**config.mk**
```make
export PLATFORM = sky130hd
export DESIGN_NAME = fpu_mem_responder
export DESIGN_NICKNAME = d
export VERILOG_FILES = /design/src/rtl/fpu_mem_responder.sv
export SDC_FILE = /design/constraint.sdc
export NUM_CORES = 1
export LEC_CHECK = 0
export ABC_CLOCK_PERIOD_IN_PS = 12500
export BUFFER_PORTS_ARGS = -buffer_cell sky130_fd_sc_hd__buf_2
export CAP_MARGIN = 0
export CORE_MARGIN = 5
export CORE_UTILIZATION = 60
export DETAILED_ROUTE_END_ITERATION = 16
export PLACE_DENSITY = 0.83
export SYNTH_ARGS = -nofsm -noshare
export SYNTH_HDL_FRONTEND = slang
export SYNTH_SLANG_ARGS = --single-unit
```
**constraint.sdc**
```tcl
create_clock -name i_clk -period 12.5 [get_ports i_clk]
set_input_delay 0.625 -clock i_clk [delete_from_list [all_inputs] [get_ports i_clk]]
set_output_delay 0.625 -clock i_clk [all_outputs]
set_load 0.01 [all_outputs]
```
**src/rtl/fpu_mem_responder.sv**
```systemverilog
// fpu_mem_responder
//   Memory-side responder for FPU buffer transfers. A drain request copies the
//   idle write buffer out to system memory; a fill request loads the idle read
//   buffer from system memory. When both are requested together, the drain runs
//   first. o_making_request stalls the FPU controller while a transfer runs.
//
// Ports
//   i_clk, i_rst              clock, synchronous active-high reset
//   i_request_read/_write     fill / drain requests, sampled only in IDLE
//   i_read_address            memory byte address of fill row 0, col 0
//   i_write_address           memory byte address of drain row 0, col 0
//   i_write_request_width     bytes per drained row
//   i_write_request_height    rows to drain
//   i_rd_buffer_sel           buffer in use by the FPU (the other one is targeted)
//   i_image_width             image width in pixels, used for memory strides
//   o_making_request          transfer in progress
//   o_mem_* / i_mem_*         byte-wide memory port, one outstanding access
//   o_rb_*                    read-buffer byte write port
//   o_wb_rd_* / i_wb_rd_data  write-buffer read port, data one cycle after index
//
// States
//   IDLE   | waiting for a request
//   E_RD   | present write-buffer index for the next drain byte
//   E_WR   | memory write of the drain byte, held until granted
//   F_REQ  | memory read request for the next fill byte
//   F_WAIT | waiting for read data, then write it into the read buffer
//   DONE   | one idle cycle with requests ignored, then IDLE

module fpu_mem_responder #(
    parameter int  COL_WIDTH        = 10,
    parameter int  MEM_BUFFER_WIDTH = 512,
    localparam int CW               = $clog2(MEM_BUFFER_WIDTH),
    localparam int RW               = $clog2(COL_WIDTH)
) (
    input  logic          i_clk,
    input  logic          i_rst,
    input  logic          i_request_read,
    input  logic          i_request_write,
    input  logic [31:0]   i_read_address,
    input  logic [31:0]   i_write_address,
    input  logic [16:0]   i_write_request_width,
    input  logic [8:0]    i_write_request_height,
    input  logic          i_rd_buffer_sel,
    input  logic [15:0]   i_image_width,
    output logic          o_making_request,
    output logic          o_mem_req,
    output logic          o_mem_we,
    output logic [31:0]   o_mem_addr,
    output logic [7:0]    o_mem_wdata,
    input  logic          i_mem_gnt,
    input  logic          i_mem_rvalid,
    input  logic [7:0]    i_mem_rdata,
    output logic          o_rb_wr_en,
    output logic          o_rb_wr_sel,
    output logic [RW-1:0] o_rb_row,
    output logic [CW-1:0] o_rb_col,
    output logic [7:0]    o_rb_wr_data,
    output logic          o_wb_rd_sel,
    output logic [RW-1:0] o_wb_rd_row,
    output logic [CW-1:0] o_wb_rd_col,
    input  logic [7:0]    i_wb_rd_data
);

    typedef enum logic [2:0] {
        IDLE   = 3'd0,
        E_RD   = 3'd1,
        E_WR   = 3'd2,
        F_REQ  = 3'd3,
        F_WAIT = 3'd4,
        DONE   = 3'd5
    } state_t;

    localparam logic [16:0]   MAX_W         = 17'(MEM_BUFFER_WIDTH);
    localparam logic [8:0]    MAX_H         = 9'(COL_WIDTH);
    localparam logic [RW-1:0] FILL_LAST_ROW = RW'(COL_WIDTH - 1);
    localparam logic [CW-1:0] FILL_LAST_COL = CW'(MEM_BUFFER_WIDTH - 1);

    state_t        r_state;
    state_t        w_next_state;

    logic          r_sel;
    logic          r_fill_pend;
    logic          r_drain_empty;
    logic [31:0]   r_rd_addr;
    logic [31:0]   r_wr_addr;
    logic [31:0]   r_si;
    logic [31:0]   r_so;
    logic [16:0]   r_last_col;
    logic [8:0]    r_last_row;
    logic [RW-1:0] r_row;
    logic [CW-1:0] r_col;
    logic [7:0]    r_wdata;
    logic          r_wd_held;

    logic          w_accept;
    logic [16:0]   w_eff_w;
    logic [8:0]    w_eff_h;
    logic [31:0]   w_si;
    logic [31:0]   w_so;
    logic          w_drain_col_last;
    logic          w_drain_last;
    logic          w_fill_col_last;
    logic          w_fill_last;
    logic [31:0]   w_wr_byte_addr;
    logic [31:0]   w_rd_byte_addr;
    logic [7:0]    w_wdata;

    assign w_accept = i_request_read | i_request_write;
    assign w_eff_w  = (i_write_request_width > MAX_W) ? MAX_W : i_write_request_width;
    assign w_eff_h  = (i_write_request_height > MAX_H) ? MAX_H : i_write_request_height;
    assign w_si     = (32'(i_image_width) + 32'd2) * 32'd3;
    assign w_so     = 32'(i_image_width) * 32'd3 + 32'd4;

    assign w_drain_col_last = (17'(r_col) == r_last_col);
    assign w_drain_last     = w_drain_col_last && (9'(r_row) == r_last_row);
    assign w_fill_col_last  = (r_col == FILL_LAST_COL);
    assign w_fill_last      = w_fill_col_last && (r_row == FILL_LAST_ROW);

    assign w_wr_byte_addr = r_wr_addr + 32'(r_row) * r_so + 32'(r_col);
    assign w_rd_byte_addr = r_rd_addr + 32'(r_row) * r_si + 32'(r_col);

    // The write-buffer data is only valid in the first E_WR cycle; after that
    // the captured copy keeps mem_wdata stable while the grant is stalled.
    assign w_wdata = r_wd_held ? r_wdata : i_wb_rd_data;

    always_ff @(posedge i_clk) begin
        if (i_rst) begin
            r_state <= IDLE;
        end else begin
            r_state <= w_next_state;
        end
    end

    always_comb begin
        w_next_state     = r_state;
        o_making_request = 1'b0;
        o_mem_req        = 1'b0;
        o_mem_we         = 1'b0;
        o_mem_addr       = 32'd0;
        o_mem_wdata      = 8'd0;
        o_rb_wr_en       = 1'b0;
        o_rb_wr_sel      = 1'b0;
        o_rb_row         = '0;
        o_rb_col         = '0;
        o_rb_wr_data     = 8'd0;
        o_wb_rd_sel      = 1'b0;
        o_wb_rd_row      = '0;
        o_wb_rd_col      = '0;

        case (r_state)
            IDLE: begin
                if (w_accept) begin
                    w_next_state = i_request_write ? E_RD : F_REQ;
                end
            end
            E_RD: begin
                o_making_request = 1'b1;
                if (r_drain_empty) begin
                    // empty drain still holds making_request for this one cycle
                    w_next_state = r_fill_pend ? F_REQ : DONE;
                end else begin
                    o_wb_rd_sel  = r_sel;
                    o_wb_rd_row  = r_row;
                    o_wb_rd_col  = r_col;
                    w_next_state = E_WR;
                end
            end
            E_WR: begin
                o_making_request = 1'b1;
                o_mem_req        = 1'b1;
                o_mem_we         = 1'b1;
                o_mem_addr       = w_wr_byte_addr;
                o_mem_wdata      = w_wdata;
                if (i_mem_gnt) begin
                    if (w_drain_last) begin
                        w_next_state = r_fill_pend ? F_REQ : DONE;
                    end else begin
                        w_next_state = E_RD;
                    end
                end
            end
            F_REQ: begin
                o_making_request = 1'b1;
                o_mem_req        = 1'b1;
                o_mem_addr       = w_rd_byte_addr;
                if (i_mem_gnt) begin
                    w_next_state = F_WAIT;
                end
            end
            F_WAIT: begin
                o_making_request = 1'b1;
                if (i_mem_rvalid) begin
                    o_rb_wr_en   = 1'b1;
                    o_rb_wr_sel  = r_sel;
                    o_rb_row     = r_row;
                    o_rb_col     = r_col;
                    o_rb_wr_data = i_mem_rdata;
                    w_next_state = w_fill_last ? DONE : F_REQ;
                end
            end
            DONE: begin
                w_next_state = IDLE;
            end
            default: begin
                w_next_state = IDLE;
            end
        endcase
    end

    always_ff @(posedge i_clk) begin
        if (i_rst) begin
            r_sel         <= 1'b0;
            r_fill_pend   <= 1'b0;
            r_drain_empty <= 1'b0;
            r_rd_addr     <= 32'd0;
            r_wr_addr     <= 32'd0;
            r_si          <= 32'd0;
            r_so          <= 32'd0;
            r_last_col    <= 17'd0;
            r_last_row    <= 9'd0;
            r_row         <= '0;
            r_col         <= '0;
            r_wdata       <= 8'd0;
            r_wd_held     <= 1'b0;
        end else begin
            case (r_state)
                IDLE: begin
                    if (w_accept) begin
                        r_sel         <= ~i_rd_buffer_sel;
                        r_fill_pend   <= i_request_read;
                        r_drain_empty <= (w_eff_w == 17'd0) || (w_eff_h == 9'd0);
                        r_rd_addr     <= i_read_address;
                        r_wr_addr     <= i_write_address;
                        r_si          <= w_si;
                        r_so          <= w_so;
                        r_last_col    <= w_eff_w - 17'd1;
                        r_last_row    <= w_eff_h - 9'd1;
                        r_row         <= '0;
                        r_col         <= '0;
                        r_wd_held     <= 1'b0;
                    end
                end
                E_RD: begin
                    r_wd_held <= 1'b0;
                end
                E_WR: begin
                    r_wdata   <= w_wdata;
                    r_wd_held <= 1'b1;
                    if (i_mem_gnt) begin
                        r_wd_held <= 1'b0;
                        if (w_drain_last) begin
                            // fill starts from row 0, col 0
                            r_row <= '0;
                            r_col <= '0;
                        end else if (w_drain_col_last) begin
                            r_col <= '0;
                            r_row <= r_row + RW'(1);
                        end else begin
                            r_col <= r_col + CW'(1);
                        end
                    end
                end
                F_WAIT: begin
                    if (i_mem_rvalid) begin
                        if (w_fill_col_last) begin
                            r_col <= '0;
                            r_row <= r_row + RW'(1);
                        end else begin
                            r_col <= r_col + CW'(1);
                        end
                    end
                end
                default: begin
                end
            endcase
        end
    end

endmodule

```
==> summary.md <==
| Metric | Value |
|---|---|
| CP arrival | `5.96 ns` |
| Sw frac | `40.7%` |
| Origin of the worst setup path | `r_row[2]` |
| Post-synthesis sequential element count | `154` |
| CP Data Required Time | `11.88 ns` |
| FF/Latch Area | `between 3000 and 4000 um^2` |
| Internal power | `about 1.1 mW` |
| Global-route wire length before repair | `67,300 um` |
| Max VDD drop | `0.0981 mV` |
| Post-synth top area share | `19.6%` |
| Clk_lat worst skew | `0.45 ns` |
| Final instance area | `around 18,000 um^2` |
| Status | `completed` |
| ANT cells | `0` |
| Nets | `approximately 2.5k` |
| Worst Hold Margin | `0.342 ns` |
| Most common cell on crit path | `fa_1` |
| Placed Area | `roughly 17,000 um^2` |
| Compound-Gate Fraction of Synth Area | `15.9%` |
| Initial DRC count | `1,110` |
| Vias per cell | `roughly 5.7` |
| Clk sinks | `between 150 and 200` |
| Net switching power | `734 uW` |
| Post-Place Worst Slack | `6.46 ns` |
| Fmax | `152 MHz` |
| Logic gate share of total power | `between 30% and 40%` |
| Worst path top cell family by delay | `adder cells` |
| Hold wc startpoint | `i_rd_buffer_sel` |
| RSZ-0062 raised after global routing | `false` |
| CP bufs+invs | `4` |
| Max FO, Critical Path | `22` |
| CP cell instances | `buf_4, and2_1, fa_1, fa_1, inv_1, fa_1, inv_1, ha_1, a2111oi_2, o21ai_0, a21oi_1, nor2b_1, o31a_1, o31ai_1, xor2_1, o22ai_1, buf_2` |
| Clock Path Buffers | `2` |
| TritonCTS clock tree | `done` |
| Crit path launch type | `flop` |
| First-pass DRT Iterations | `8` |
| Largest net degree at the start of global routing | `92` |
| Most used DFF post-synth | `dfxtp_1` |
| Fill count | `2,100` |
| Final hold vios | `0` |
| Worst Clk Skew | `0.0129 ns` |
| Setup TNS | `0 ns` |
| Initial core utilization | `60.7%` |
| GP Congestion | `0.918` |
| Syn Area/Cell | `7.81 um^2` |
| DIE HEIGHT | `172 um` |
| CP peak stage delay | `0.72 ns` |
| Placed insts | `2,474` |
| Synth area leader | `dfxtp_1` |
| Part of the power in the clock network | `30.5%` |
| Critical path's slowest cell | `dfxtp_1` |
| Yosys warning count | `0` |
| Core ar. | `roughly 26,000 um^2` |
| Post-synth cell types | `67` |
| Mux cell area share after synthesis | `~1%` |
| Crit end category | `output port` |
| Mean routed wirelength per cell | `16.7 um` |
| Clk root buf | `clkbuf_16` |
| Reg clk slew, reported paths | `0.08 ns` |
| Ranking of synthesized cells by area | `dfxtp_1, fa_1, ha_1` |
| Final HPWL DP | `32,300 um` |
| Final Non-Filler Cells | `2,506` |
| Hold WC Path Type | `in2reg` |
| Fin crit period | `6.58 ns` |
| Post-CTS Setup Inserts | `0` |
| Ys async rst share | `0%` |
| Vias in the first global route | `13.9k` |
| Critical path class | `reg2out` |
| Multi-input logic area | `11,400 um^2` |
| Post-detailed-routing wire length | `41,900 um` |
| Worst-margin pin slew | `0.891 ns` |
| Final ANT Viol Nets | `0` |
| Largest family of logic cells by synthesized area | `adder cells` |
| I/O pin cnt | `209` |
| GR Overflow Total | `0` |
| Post_cts resized | `0` |
| Reg2reg start | `r_state[2]` |
| CTS buffer count | `17` |
| Max-slew violation count | `0` |
| Die area | `about 30,000 um^2` |
| Part of the power in registers | `about a third` |
| Synthesized instance count | `between 2k and 2.5k` |
| Layout cells sized above 1 | `12.6%` |
| Final WS setup | `5.92 ns` |
| Synth Cell Area | `15,700 um^2` |
| Synth Area in Simple Gates | `23.1%` |
| Max-capacitance violation count | `0` |
| Chip width | `172 um` |
| Adder-cell share of the synthesized area | `26.6%` |
| Total GRT Usage | `27.9%` |
| Row count | `59` |
| H-tree Lvls | `4` |
| Lkg Pwr | `between 8 and 9 nW` |
| Post-synth EDFFs | `0` |
| Register area share after synthesis | `19.6%` |
| Port bufs | `208` |
| Layout area overhead | `11.8%` |
| Synth Area in XOR/XNOR | `6.02%` |
| Final period util | `52.6%` |
| Slew HR | `slightly above 40%` |
| Vias | `14.4k` |
| Synthesized Nets | `between 2k and 2.5k` |
| CTS Hold Bufs | `0` |
| # DRC | `0` |
| Initial antenna violation count | `0` |
| PD cells | `roughly 100 nW/um^2` |
| Setup-failing EPs final | `0` |
-- cell usage after synthesis, types with 10 or more instances --
cell      instances
and3_1           14
nor2_1          118
nand3_1          33
xor2_1           43
nor2b_1          11
a31oi_1          11
o22ai_1          10
and2_1          169
nand2_1         302
dfxtp_1         154
o21a_1           14
mux2i_1          16
ha_1            133
fa_1            126
nand4_1          14
xnor2_1          65
inv_1           228
a21oi_1         193
o21ai_0          45
clkbuf_1         82
a21o_1           20
nor3_1           41
a211oi_1         24
-- stage by stage --
stage               util, %  power [mW]
global route           67.8        1.91
floorplan                 -        1.07
finish                 67.8        1.80
global placement       65.4        1.22
CTS                    67.8        1.80
detailed placement     65.4        1.25
-- placed cells by master (no fill, tap or decap), types with 6 or more instances in the layout --
cell	Yosys	final
mux2i_1	16	16
fa_1	126	126
dfxtp_1	154	154
nand4_1	14	14
inv_1	228	228
o21bai_1	8	8
nor2_1	118	118
a21o_1	20	20
o211ai_1	8	8
nor3_1	41	41
nand2b_1	8	8
and2_1	169	169
o21ai_0	45	45
o22ai_1	10	10
a21oi_1	193	193
a31oi_1	11	11
nand4b_1	6	6
clkinv_8	0	9
o2111ai_1	7	7
clkbuf_16	0	17
and3_1	14	14
ha_1	133	133
nand2_1	302	302
a2111oi_0	7	7
nor2b_1	11	11
buf_2	6	207
buf_4	0	14
xor2_1	43	43
xnor2_1	65	65
o21a_1	14	13
nand3_1	33	33
or2_2	8	8
nor4_1	8	8
a211oi_1	24	24
-- sequential cells by signal, summed over array words and instances, names as in the netlist --
register       flops
r_rd_addr         32
r_wr_addr         32
r_si              18
r_so              18
r_last_col        17
r_col              9
r_last_row         9
r_wdata            8
r_row              4
r_state            3
r_drain_empty      1
r_fill_pend        1
r_sel              1
r_wd_held          1
-- path summary, 6_finish.rpt --
check                                      end  slack, ns  depth (start not counted)
worst min register to register   r_wr_addr[20]       0.46                          2
worst min-delay path                     r_sel       0.34                          2
worst max register to register   r_last_row[4]       9.30                          7
worst max-delay path            o_mem_addr[16]       5.92                         17
-- layer usage --
metal  track usage [%]  part of all wire, %  up-vias
li1                  -                    -     6938
met1              37.9                   43     6787
met2              46.0                   47      585
met3              4.09                  8.1       86
met4              9.74                  2.7        0
met5                 0                    0        -
-- kinds of logic after synthesis --
family / count (synthesis)
AND/OR/NAND/NOR: 755
AO/OA/AOI/OAI: 397
buffers and inverters: 324
adder cells (fa/ha/maj): 259
flip-flops: 154
XOR/XNOR: 108
multiplexers: 16
-- final cells by class --
cell class,instances,area share [%]
multi-input combinational,1535,65.0
tap,335,2.38
timing repair buffer,221,6.49
sequential,154,17.5
clock buffer,17,2.42
clock inverter,15,1.23
inverter,229,4.89
-- power by group through the flow --
stage	sequential, mW	combinational, mW	clock, mW
final	0.633	0.619	0.549
after global routing	0.639	0.698	0.577
after CTS	0.629	0.615	0.555
after detailed placement	0.640	0.608	0
after global placement	0.636	0.586	0
after floorplan	0.602	0.463	0
Note: power is estimated with default switching activity, not from simulation.
